[config.mk]
export PLATFORM = sky130hd
export DESIGN_NAME = cdb_arbiter
export DESIGN_NICKNAME = d
export VERILOG_FILES = /design/src/rtl/cdb_arbiter_pkg.sv /design/src/rtl/cdb_rr_picker.sv /design/src/rtl/cdb_arbiter.sv
export SDC_FILE = /design/constraint.sdc
export NUM_CORES = 1
export LEC_CHECK = 0
export CAP_MARGIN = 20
export CORE_MARGIN = 1
export CORE_UTILIZATION = 50
export CTS_CLUSTER_SIZE = 40
export DETAILED_ROUTE_END_ITERATION = 10
export GPL_TIMING_DRIVEN = 0
export PLACE_DENSITY = 0.9
export SKIP_CTS_REPAIR_TIMING = 1
export SYNTH_ARGS = -nofsm -noshare
export SYNTH_HDL_FRONTEND = slang
export SYNTH_HIERARCHICAL = 1
export SYNTH_SLANG_ARGS = --single-unit
[constraint.sdc]
create_clock -name clk -period 7.5 [get_ports clk]
set_clock_uncertainty 0.1 [all_clocks]
set_input_delay 2.25 -clock clk [delete_from_list [all_inputs] [get_ports clk]]
set_output_delay 2.25 -clock clk [all_outputs]
set_load 0.02 [all_outputs]
[src/rtl/cdb_arbiter_pkg.sv]
// Shared Common Data Bus layout, functional-unit tags and requester indices.
// Everything that reads or writes a cdb word imports this package.
package cdb_arbiter_pkg;

    localparam int CDB_DATA_W   = 32;
    localparam int CDB_RS_W     = 6;
    localparam int CDB_FU_W     = 3;
    localparam int NUM_CDBBITS  = 1 + CDB_FU_W + CDB_RS_W + CDB_DATA_W;

    // Field positions are LSB indices inside the full cdb word.
    localparam int CDB_ON_FIELD = NUM_CDBBITS - 1;
    localparam int CDB_FU_FIELD = CDB_RS_W + CDB_DATA_W;
    localparam int CDB_RS_FIELD = CDB_DATA_W;

    localparam int CDB_NUM_REQ      = 5;
    localparam int CDB_STARVE_LIMIT = 4;

    localparam int CDB_REQ_ALU  = 0;
    localparam int CDB_REQ_MEM  = 1;
    localparam int CDB_REQ_MUL  = 2;
    localparam int CDB_REQ_DIV  = 3;
    localparam int CDB_REQ_JUMP = 4;

    typedef enum logic [CDB_FU_W-1:0] {
        FU_NONE_TAG = 3'd0,
        FU_ALU_TAG  = 3'd1,
        FU_MEM_TAG  = 3'd2,
        FU_MUL_TAG  = 3'd3,
        FU_DIV_TAG  = 3'd4,
        FU_JUMP_TAG = 3'd5
    } fu_tag_e;

    typedef struct packed {
        logic                  on;
        logic [CDB_FU_W-1:0]   fu;
        logic [CDB_RS_W-1:0]   rs;
        logic [CDB_DATA_W-1:0] data;
    } cdb_word_t;

    function automatic int wait_cnt_width(input int limit);
        return $clog2(limit + 1);
    endfunction

endpackage

[src/rtl/cdb_rr_picker.sv]
// Combinational rotating-priority picker: first set bit of elig at or after ptr,
// wrapping at N-1. With ptr tied to zero it degenerates to lowest-index-first.
module cdb_rr_picker #(
    parameter int N     = 5,
    parameter int IDX_W = $clog2(N)
) (
    input  logic [N-1:0]     elig,
    input  logic [IDX_W-1:0] ptr,
    output logic [N-1:0]     grant,
    output logic [IDX_W-1:0] idx,
    output logic             valid
);

    always_comb begin
        int j;
        grant = '0;
        idx   = '0;
        valid = 1'b0;
        j     = 0;
        for (int k = 0; k < N; k++) begin
            j = int'(ptr) + k;
            if (j >= N) j = j - N;
            if (!valid && elig[j]) begin
                valid    = 1'b1;
                grant[j] = 1'b1;
                idx      = IDX_W'(j);
            end
        end
    end

endmodule

[src/rtl/cdb_arbiter.sv]
// Common Data Bus owner: grants one functional unit per falling edge and drives the
// registered broadcast word. Round-robin with a starvation override; owner is masked.
module cdb_arbiter
    import cdb_arbiter_pkg::*;
#(
    parameter int NUM_REQ      = CDB_NUM_REQ,
    parameter int PAYLOAD_W    = NUM_CDBBITS - 1,
    parameter int STARVE_LIMIT = CDB_STARVE_LIMIT
) (
    input  logic                           clk,
    input  logic                           rst,
    input  logic                           flush,
    input  logic [NUM_REQ-1:0]             req,
    input  logic [NUM_REQ*PAYLOAD_W-1:0]   req_payload,
    output logic [PAYLOAD_W:0]             cdb,
    output logic [NUM_REQ-1:0]             grant,
    output logic                           pending
);

    localparam int IDX_W  = $clog2(NUM_REQ);
    localparam int WAIT_W = wait_cnt_width(STARVE_LIMIT);

    logic [NUM_REQ-1:0]   elig;
    logic [NUM_REQ-1:0]   starving;
    logic [IDX_W-1:0]     rr_ptr;
    logic [WAIT_W-1:0]    wait_cnt [NUM_REQ];

    logic [NUM_REQ-1:0]   starve_onehot;
    logic [IDX_W-1:0]     starve_idx;
    logic                 starve_valid;
    logic [NUM_REQ-1:0]   rr_onehot;
    logic [IDX_W-1:0]     rr_idx;
    logic                 rr_valid;

    logic [NUM_REQ-1:0]   sel_onehot;
    logic [IDX_W-1:0]     sel_idx;
    logic                 sel_valid;
    logic [PAYLOAD_W-1:0] sel_payload;

    // The owner still holds req on the edge it first sees its own tag; mask it.
    assign elig    = req & ~grant;
    assign pending = |elig;

    for (genvar i = 0; i < NUM_REQ; i++) begin : g_starve
        assign starving[i] = elig[i] & (wait_cnt[i] == WAIT_W'(STARVE_LIMIT));
    end

    cdb_rr_picker #(.N(NUM_REQ), .IDX_W(IDX_W)) u_starve_pick (
        .elig  (starving),
        .ptr   ('0),
        .grant (starve_onehot),
        .idx   (starve_idx),
        .valid (starve_valid)
    );

    cdb_rr_picker #(.N(NUM_REQ), .IDX_W(IDX_W)) u_rr_pick (
        .elig  (elig),
        .ptr   (rr_ptr),
        .grant (rr_onehot),
        .idx   (rr_idx),
        .valid (rr_valid)
    );

    assign sel_valid   = rr_valid;
    assign sel_onehot  = starve_valid ? starve_onehot : rr_onehot;
    assign sel_idx     = starve_valid ? starve_idx    : rr_idx;
    assign sel_payload = req_payload[int'(sel_idx)*PAYLOAD_W +: PAYLOAD_W];

    always_ff @(negedge clk or posedge rst) begin
        if (rst) begin
            cdb    <= '0;
            grant  <= '0;
            rr_ptr <= '0;
        end else if (flush) begin
            cdb    <= '0;
            grant  <= '0;
        end else if (sel_valid) begin
            cdb    <= {1'b1, sel_payload};
            grant  <= sel_onehot;
            rr_ptr <= (sel_idx == IDX_W'(NUM_REQ - 1)) ? '0 : sel_idx + 1'b1;
        end else begin
            cdb    <= '0;
            grant  <= '0;
        end
    end

    // Waiting time counts only while a unit keeps asking and is not served.
    always_ff @(negedge clk or posedge rst) begin
        if (rst) begin
            for (int i = 0; i < NUM_REQ; i++) wait_cnt[i] <= '0;
        end else begin
            for (int i = 0; i < NUM_REQ; i++) begin
                if (flush || !req[i] || (sel_valid && sel_onehot[i]))
                    wait_cnt[i] <= '0;
                else if (wait_cnt[i] != WAIT_W'(STARVE_LIMIT))
                    wait_cnt[i] <= wait_cnt[i] + 1'b1;
            end
        end
    end

endmodule

== Yosys cells after proc, flatten, opt, wreduce, memory -nomap -nowiden ==
Index checks and enable logic that the tools add are counted.

* Bits in registers: 65
* Input bits: 213

* Add/sub/neg operators: 15
* Multiply operators: 1
* $lt $le $gt $ge: 15
* Equal/unequal tests: 11
* Shift operators: 1
* Multiplexer cells: 76
* Bitwise operators: 12
* Reduce and logical (&&, ||, !) cells: 48

{| class="wikitable"
|+ Operator list
! kind !! number
|-
| $shiftx 205x10->41 || 1
|-
| $ge 32x1->1 const B || 5
|-
| $lt 32x5->1 const B || 5
|-
| $mux 32 || 5
|-
| $ge 32x4->1 const B || 4
|-
| $sub 32x4->32 const B || 4
|-
| $mux 42 || 2
|-
| $mux 3 || 19
|-
| $mux 5 || 9
|-
| $mux 1 || 27
|-
| $or 5x5->5 || 4
|-
| $add 3x1->3 const B || 6
|-
| $eq 3x3->1 const B || 6
|-
| $logic_and 1x1->1 || 18
|-
| $bmux 1 s3 || 5
|-
| $demux 1 s3 || 5
|-
| $ne 3x3->1 const B || 5
|-
| $logic_not 1->1 || 13
|-
| $logic_or 1x1->1 || 10
|-
| $reduce_bool 2->1 || 5
|-
| $mul 3x6->9 const B || 1
|-
| $add 3x2->4 const B || 2
|-
| $mux 2 || 3
|-
| $and 1x1->1 || 5
|-
| other kinds (10) || 10
|}

== Depth between registers and ports, before layout ==
Gate-level depths: netlist of the first run.

* Depth after elaboration: 23
* Mapped depth: 22

== Cells and area by module ==
The synthesis of the first run kept the hierarchy.

{| class="wikitable"
|+ By module, submodules not included
! module !! times used !! cells an instance !! area each (um^2)
|-
| cdb_arbiter || 1 || 507 || 4,002.6
|-
| cdb_rr_picker at u_rr_pick || 1 || 255 || 1,754.2
|-
| cdb_rr_picker at u_starve_pick || 1 || 228 || 1,562.7
|}

==> reports/metrics.cfg, run 1 <==
[run_status]
outcome=finished, violations left
violations=negative setup slack

[setup_path]
reg2regPathDepth=16
crit_type=input port to register
slowest_delay_ns=0.49
start_kind=input port
required_ns=3.83
reg2reg_to=cdb[1]
critPathSlowestCell=mux4_2
critPathTopFamily=compound AO/OA/AOI/OAI gates
crit_path_end_kind=register
cp.depth=15
path_cells=buf_6 > nor2b_4 > buf_8 > mux4_2 > mux2i_4 > o22ai_4 > a211o_4 > a21o_4 > o311a_4 > mux2i_4 > inv_2 > nand3_4 > buf_8 > a21oi_1 > a211o_4
cp_max_fo=10
crit_buf_inv=4
crit_arrival_ns=5.45
r2r_start=rr_ptr[2]
reg2reg_slack_ns=1.60

[sta]
worst_pin_slew_ns=0.856
rsz0062_at_grt=true
hold_violations=0
final.setup.worst_slack_ns=-1.62
setup_viol=66
drv_slew=0
relSlewSlack_pct=42.4

[synth]
synth-edff-count=0
syn_inst=990
synthFlopType=dfrtn_1
synth_area_per_cell_um2=7.39
async_flop_share_pct=100
yosys.cell_types.count=88
synth_area_mm2=0.00732
synth_seq_cells=65
yosys_warnings=6
synth-seq-area-share_pct=22.2

[clocking]
clock-sinks=65
cts.clk_slew.worst_paths_ns=0.04
clock_path_buffers=2
cts_tree=built
insertion_delay_ns=0.35
cts_buffers=9
cts-root-buf=clkbuf_16
htreeDepth=3

[grt]
grt-ovfl-total=0
antenna_found_initial=4
grt_use_total_pct=38.2
grt_pass1_vias=8374
grt_pass1_wl_um=43600
grt_max_degree=38

[drt]
vias=9406
drtIter0Drc=1036
antenna_left=0
wirelength_um=31700
viasPerCell=6.22
firstDrtPassIters=6
drc=0
wire_per_inst_um=21.0

[die]
ioPinCount=261
core.rowCount=43
die_y_um=123
dieArea_mm2=0.0151
die_w_um=123
start_util_pct=51.9
coreArea_mm2=0.0141

[layout]
area_delta_synth_final_pct=58.8
drive_above_1_share_pct=15.4
nets=1579
final_common_cell=clkdlybuf4s50_1
layout_common_cells=247 x clkdlybuf4s50_1, 232 x nand2_1, 108 x a21oi_1

[place]
dp_hpwl_um=22800
dp_slack_ns=-3.12
gp_congestion=0.991
portBuffers=260

[pwr]
p_leak_nw=5.25
power.density_mw_per_mm2=466
power_w=0.00541
ir_drop_uv=269

[min_path]
worstHoldPathCells=2
min_path_type=register to register
hold_end=wait_cnt[3]
hp-start=wait_cnt[3]

[flow_run]
max_cap_viol_count=0

==> cells by family (layout without fill, tap and decap cells) <==
family	count (synthesis)	count (layout)	synth area share (%)
adder cells (fa/ha/maj)	41	41	7.21
AO/OA/AOI/OAI	304	305	28.7
other	1	23	0.0512
AND/OR/NAND/NOR	435	435	28.0
flip-flops	65	65	22.2
multiplexers	30	30	5.04
buffers and inverters	96	415	6.58
XOR/XNOR	18	18	2.15
==> worst reg2reg max path: stages (launching register included) <==
cell      delay [ns]
dfrtn_1         0.61
buf_2           0.32
buf_1           0.43
inv_1           0.22
ha_1            0.42
a211oi_2        0.36
mux2i_1         0.73
mux2_2          0.42
a211o_2         0.41
a21o_4          0.26
o311a_4         0.37
mux2i_4         0.24
inv_2           0.11
nand3_4         0.20
buf_8           0.17
a21oi_1         0.06
a211o_4         0.30
==> sequential cells by signal (all words and copies together), names as in the netlist <==
register / flops
rr_ptr: 3
grant: 5
wait_cnt: 15
cdb: 42
==> cells in the mapped netlist, types with 16 or more instances <==
master	instances	area (um^2)
a21oi_1	121	606
clkbuf_1	24	90.1
xnor2_1	16	140
ha_1	39	488
dfrtn_1	65	1630
nand3_1	19	95.1
nand2b_1	18	113
nand2_1	234	878
nor2_1	55	206
a211o_1	49	429
inv_1	33	124
mux2i_1	17	170
nor2b_1	19	119
o21ai_0	25	125
nor3_1	19	95.1
==> cell type report <==
class / count / area [um^2]
Sequential cell: 65 / 1630
Antenna cell: 2 / 5.00
Timing Repair Buffer: 303 / 3070
Tap cell: 180 / 225
Fill cell: 925 / 2470
Clock buffer: 9 / 225
Multi-Input combinational cell: 850 / 5730
Clock inverter: 7 / 95.1
Inverter: 37 / 153
Buffer: 59 / 489
==> stage by stage <==
step | cell area (um^2) | util, % | setup TNS (ns) | instances | hold slack, ns
2_1_floorplan | 7520 | - | -93.31 | 1010 | 0.376
3_3_place_gp | 10300 | 73.4 | -182.98 | 1450 | 0.404
3_5_place_dp | 10400 | 73.6 | -177.41 | 1451 | 0.417
4_1_cts | 10700 | 75.8 | -157.31 | 1467 | 0.421
5_1_grt | 11600 | 82.4 | -95.66 | 1510 | 0.445
6_report | 11600 | 82.5 | -90.05 | 1512 | 0.422
==> worst max path at each step <==
stage / startpoint / slack, ns / endpoint
final: req[3] / -1.62 / cdb[1]
after global routing: req[3] / -1.69 / cdb[1]
after CTS: req[0] / -2.80 / cdb[11]
after detailed placement: req[0] / -3.12 / cdb[11]
after global placement: req[0] / -3.07 / cdb[12]
after floorplan: req[1] / -1.57 / cdb[40]
==> power by group <==
part | switching (W) | internal, W
Sequential | 0.0000666 | 0.000480
Clock | 0.000174 | 0.000291
Combinational | 0.00254 | 0.00186
Total | 0.00278 | 0.00264
==> metal layers <==
layer,track usage [%],vias to the layer above,part of all wire [%]
met4,20.9,2,5.3
met3,10.1,140,10
li1,-,4225,-
met5,0,-,0.041
met1,45.6,4380,36
met2,62.3,659,48
No activity file was read; power rests on OpenSTA's default activity.
==> inputs of run 2 (changes only) <==
SKIP_CTS_REPAIR_TIMING = default   (was 1)
==> reports/metrics.cfg, run 2 (synthesis results as in run 1) <==
[run_status]
violations=negative setup slack
outcome=finished, violations left

[setup_path]
cp_max_fo=7  ; -3
required_ns=3.82  ; about the same
crit_type=input port to register
crit_path_end_kind=register
crit_arrival_ns=5.39  ; -0.06 ns
start_kind=input port

[sta]
hold_violations=0  ; unchanged
setup_viol=66  ; unchanged
rsz0062_at_grt=true
worst_pin_slew_ns=0.875  ; +0.0192 ns
finalSetupTns_ns=-89.07  ; +0.977 ns
drv_slew=0  ; unchanged
relSlewSlack_pct=41.1  ; -1.3 points
final.setup.worst_slack_ns=-1.57  ; +0.0501 ns

[die]
dieArea_mm2=0.0151  ; unchanged
ioPinCount=261  ; unchanged
die_w_um=123  ; unchanged
start_util_pct=51.9  ; unchanged
core.rowCount=43  ; unchanged
die_y_um=123  ; unchanged
coreArea_mm2=0.0141  ; unchanged

[grt]
grt_pass1_vias=9088  ; +8.5%
grt_use_total_pct=41.6  ; +3.5 points
antenna_found_initial=3  ; -1
grt_max_degree=38  ; unchanged
grt_pass1_wl_um=47300  ; +8.6%
grt-ovfl-total=0  ; unchanged

[drt]
drtIter0Drc=1204  ; +16%
drc=0  ; unchanged
vias=9731  ; +3.5%
firstDrtPassIters=6  ; unchanged
antenna_left=0  ; unchanged
viasPerCell=6.31  ; +1.5%
wirelength_um=33300  ; +5.0%
wire_per_inst_um=21.6  ; +3.0%

[layout]
layout_common_cells=246 x clkdlybuf4s50_1, 229 x nand2_1, 110 x a21oi_1
largest_register_ffs=42  ; unchanged
fillers=854  ; -7.7%
fin_area_mm2=0.0119  ; +2.3%
nets=1609  ; +1.9%
final_util_pct=84.4  ; +1.9 points
final_common_cell=clkdlybuf4s50_1
instances_no_fill=1541  ; +1.9%
largest-register=cdb
drive_above_1_share_pct=18.3  ; +2.9 points
area_delta_synth_final_pct=62.5
largestRegisters=cdb: 42 flops, wait_cnt: 15 flops, grant: 5 flops

[clocking]
cts.clk_slew.worst_paths_ns=0.04  ; about the same
htreeDepth=3  ; unchanged
insertion_delay_ns=0.35  ; about the same
clock_path_buffers=2  ; unchanged
clock-sinks=65  ; unchanged
cts-root-buf=clkbuf_16
cts_buffers=9  ; unchanged
cts_tree=built

[place]
portBuffers=260  ; unchanged
dp_hpwl_um=22800  ; unchanged
dpl-instance-area_mm2=0.0104  ; unchanged
dp.cells=1451  ; unchanged
gp_congestion=0.991  ; unchanged

[pwr]
power.density_mw_per_mm2=496  ; +6.4%
p_leak_nw=5.35  ; +1.8%
ir_drop_uv=288  ; +7.1%

[min_path]
min_path_type=register to register

[flow_run]
max_cap_viol_count=0  ; unchanged

run 2: cell count changes in the layout (fill, tap and decap cells not counted), sizes merged:
cell,change
diode,-1
buf,+39
clkbuf,-7
dlygate4sd2,+7
dlymetal6s2s,-8
a21o,-1
clkdlybuf4s50,-1
bufbuf,+1
run 2: final cells by class:
class | instances | area (um^2) | share of cell area, %
Sequential cell | 65 | 1630 | 13.7
Multi-Input combinational cell | 849 | 5760 | 48.4
Clock buffer | 9 | 225 | 1.89
Tap cell | 180 | 225 | 1.89
Clock inverter | 7 | 95.1 | 0.799
Timing Repair Buffer | 335 | 3300 | 27.7
Inverter | 37 | 155 | 1.30
Antenna cell | 1 | 2.50 | 0.0210
Buffer | 58 | 503 | 4.23
run 2: worst max-delay path: stages:
cell	delay, ns
buf_6	0.09
nor2b_4	0.13
buf_8	0.13
mux4_2	0.49
mux2i_4	0.20
o22ai_4	0.11
buf_4	0.16
a211oi_4	0.22
nand3_2	0.16
o211ai_1	0.21
o311a_4	0.26
mux2i_4	0.09
buf_6	0.15
nand3_4	0.18
buf_6	0.16
a21oi_1	0.04
a211o_1	0.34
run 2: worst paths after layout:
| path | from | to | slack [ns] | depth (start not counted) |
|---|---|---|---|---|
| min in group asynchronous | rst | grant[2] | 5.92 | 2 |
| hold / removal | wait_cnt[0] | wait_cnt[0] | 0.43 | 2 |
| setup / recovery | req[3] | cdb[1] | -1.57 | 17 |
| hold reg to reg | wait_cnt[0] | wait_cnt[0] | 0.43 | 2 |
| max in group asynchronous | rst | cdb[25] | 0.69 | 3 |
| setup reg to reg | rr_ptr[2] | cdb[1] | 1.56 | 18 |
run 2: repair_timing:
action / 4_1_cts / 5_1_grt
cloned: 8 / 0
gates resized for setup: 132 / 48
endpoints found under the setup margin: 70 / 68
buffers inserted: 45 / 22
pin swaps: 28 / 13
hold buffers: 0 / 0
run 2: layer usage:
layer | track usage, % | vias to the layer above | part of all wire [%]
met3 | 10.1 | 191 | 9.7
li1 | - | 4274 | -
met2 | 67.7 | 697 | 47
met4 | 28.2 | 2 | 7.2
met5 | 0 | - | 0.045
met1 | 48.4 | 4567 | 36
run 2: metrics by stage:
stage	worst slack [ns]	hold slack (ns)	total power [W]
after floorplan	-1.57	0.376	0.00306
after global placement	-3.07	0.404	0.00403
after detailed placement	-3.12	0.417	0.00408
after CTS	-1.50	0.424	0.00540
after global routing	-1.64	0.450	0.00618
final	-1.57	0.425	0.00590
run 2: where the power goes:
group	internal [W]	leakage (nW)	switching (W)
clock network	0.000291	0.155	0.000181
logic	0.00215	4.33	0.00272
registers	0.000480	0.864	0.0000683
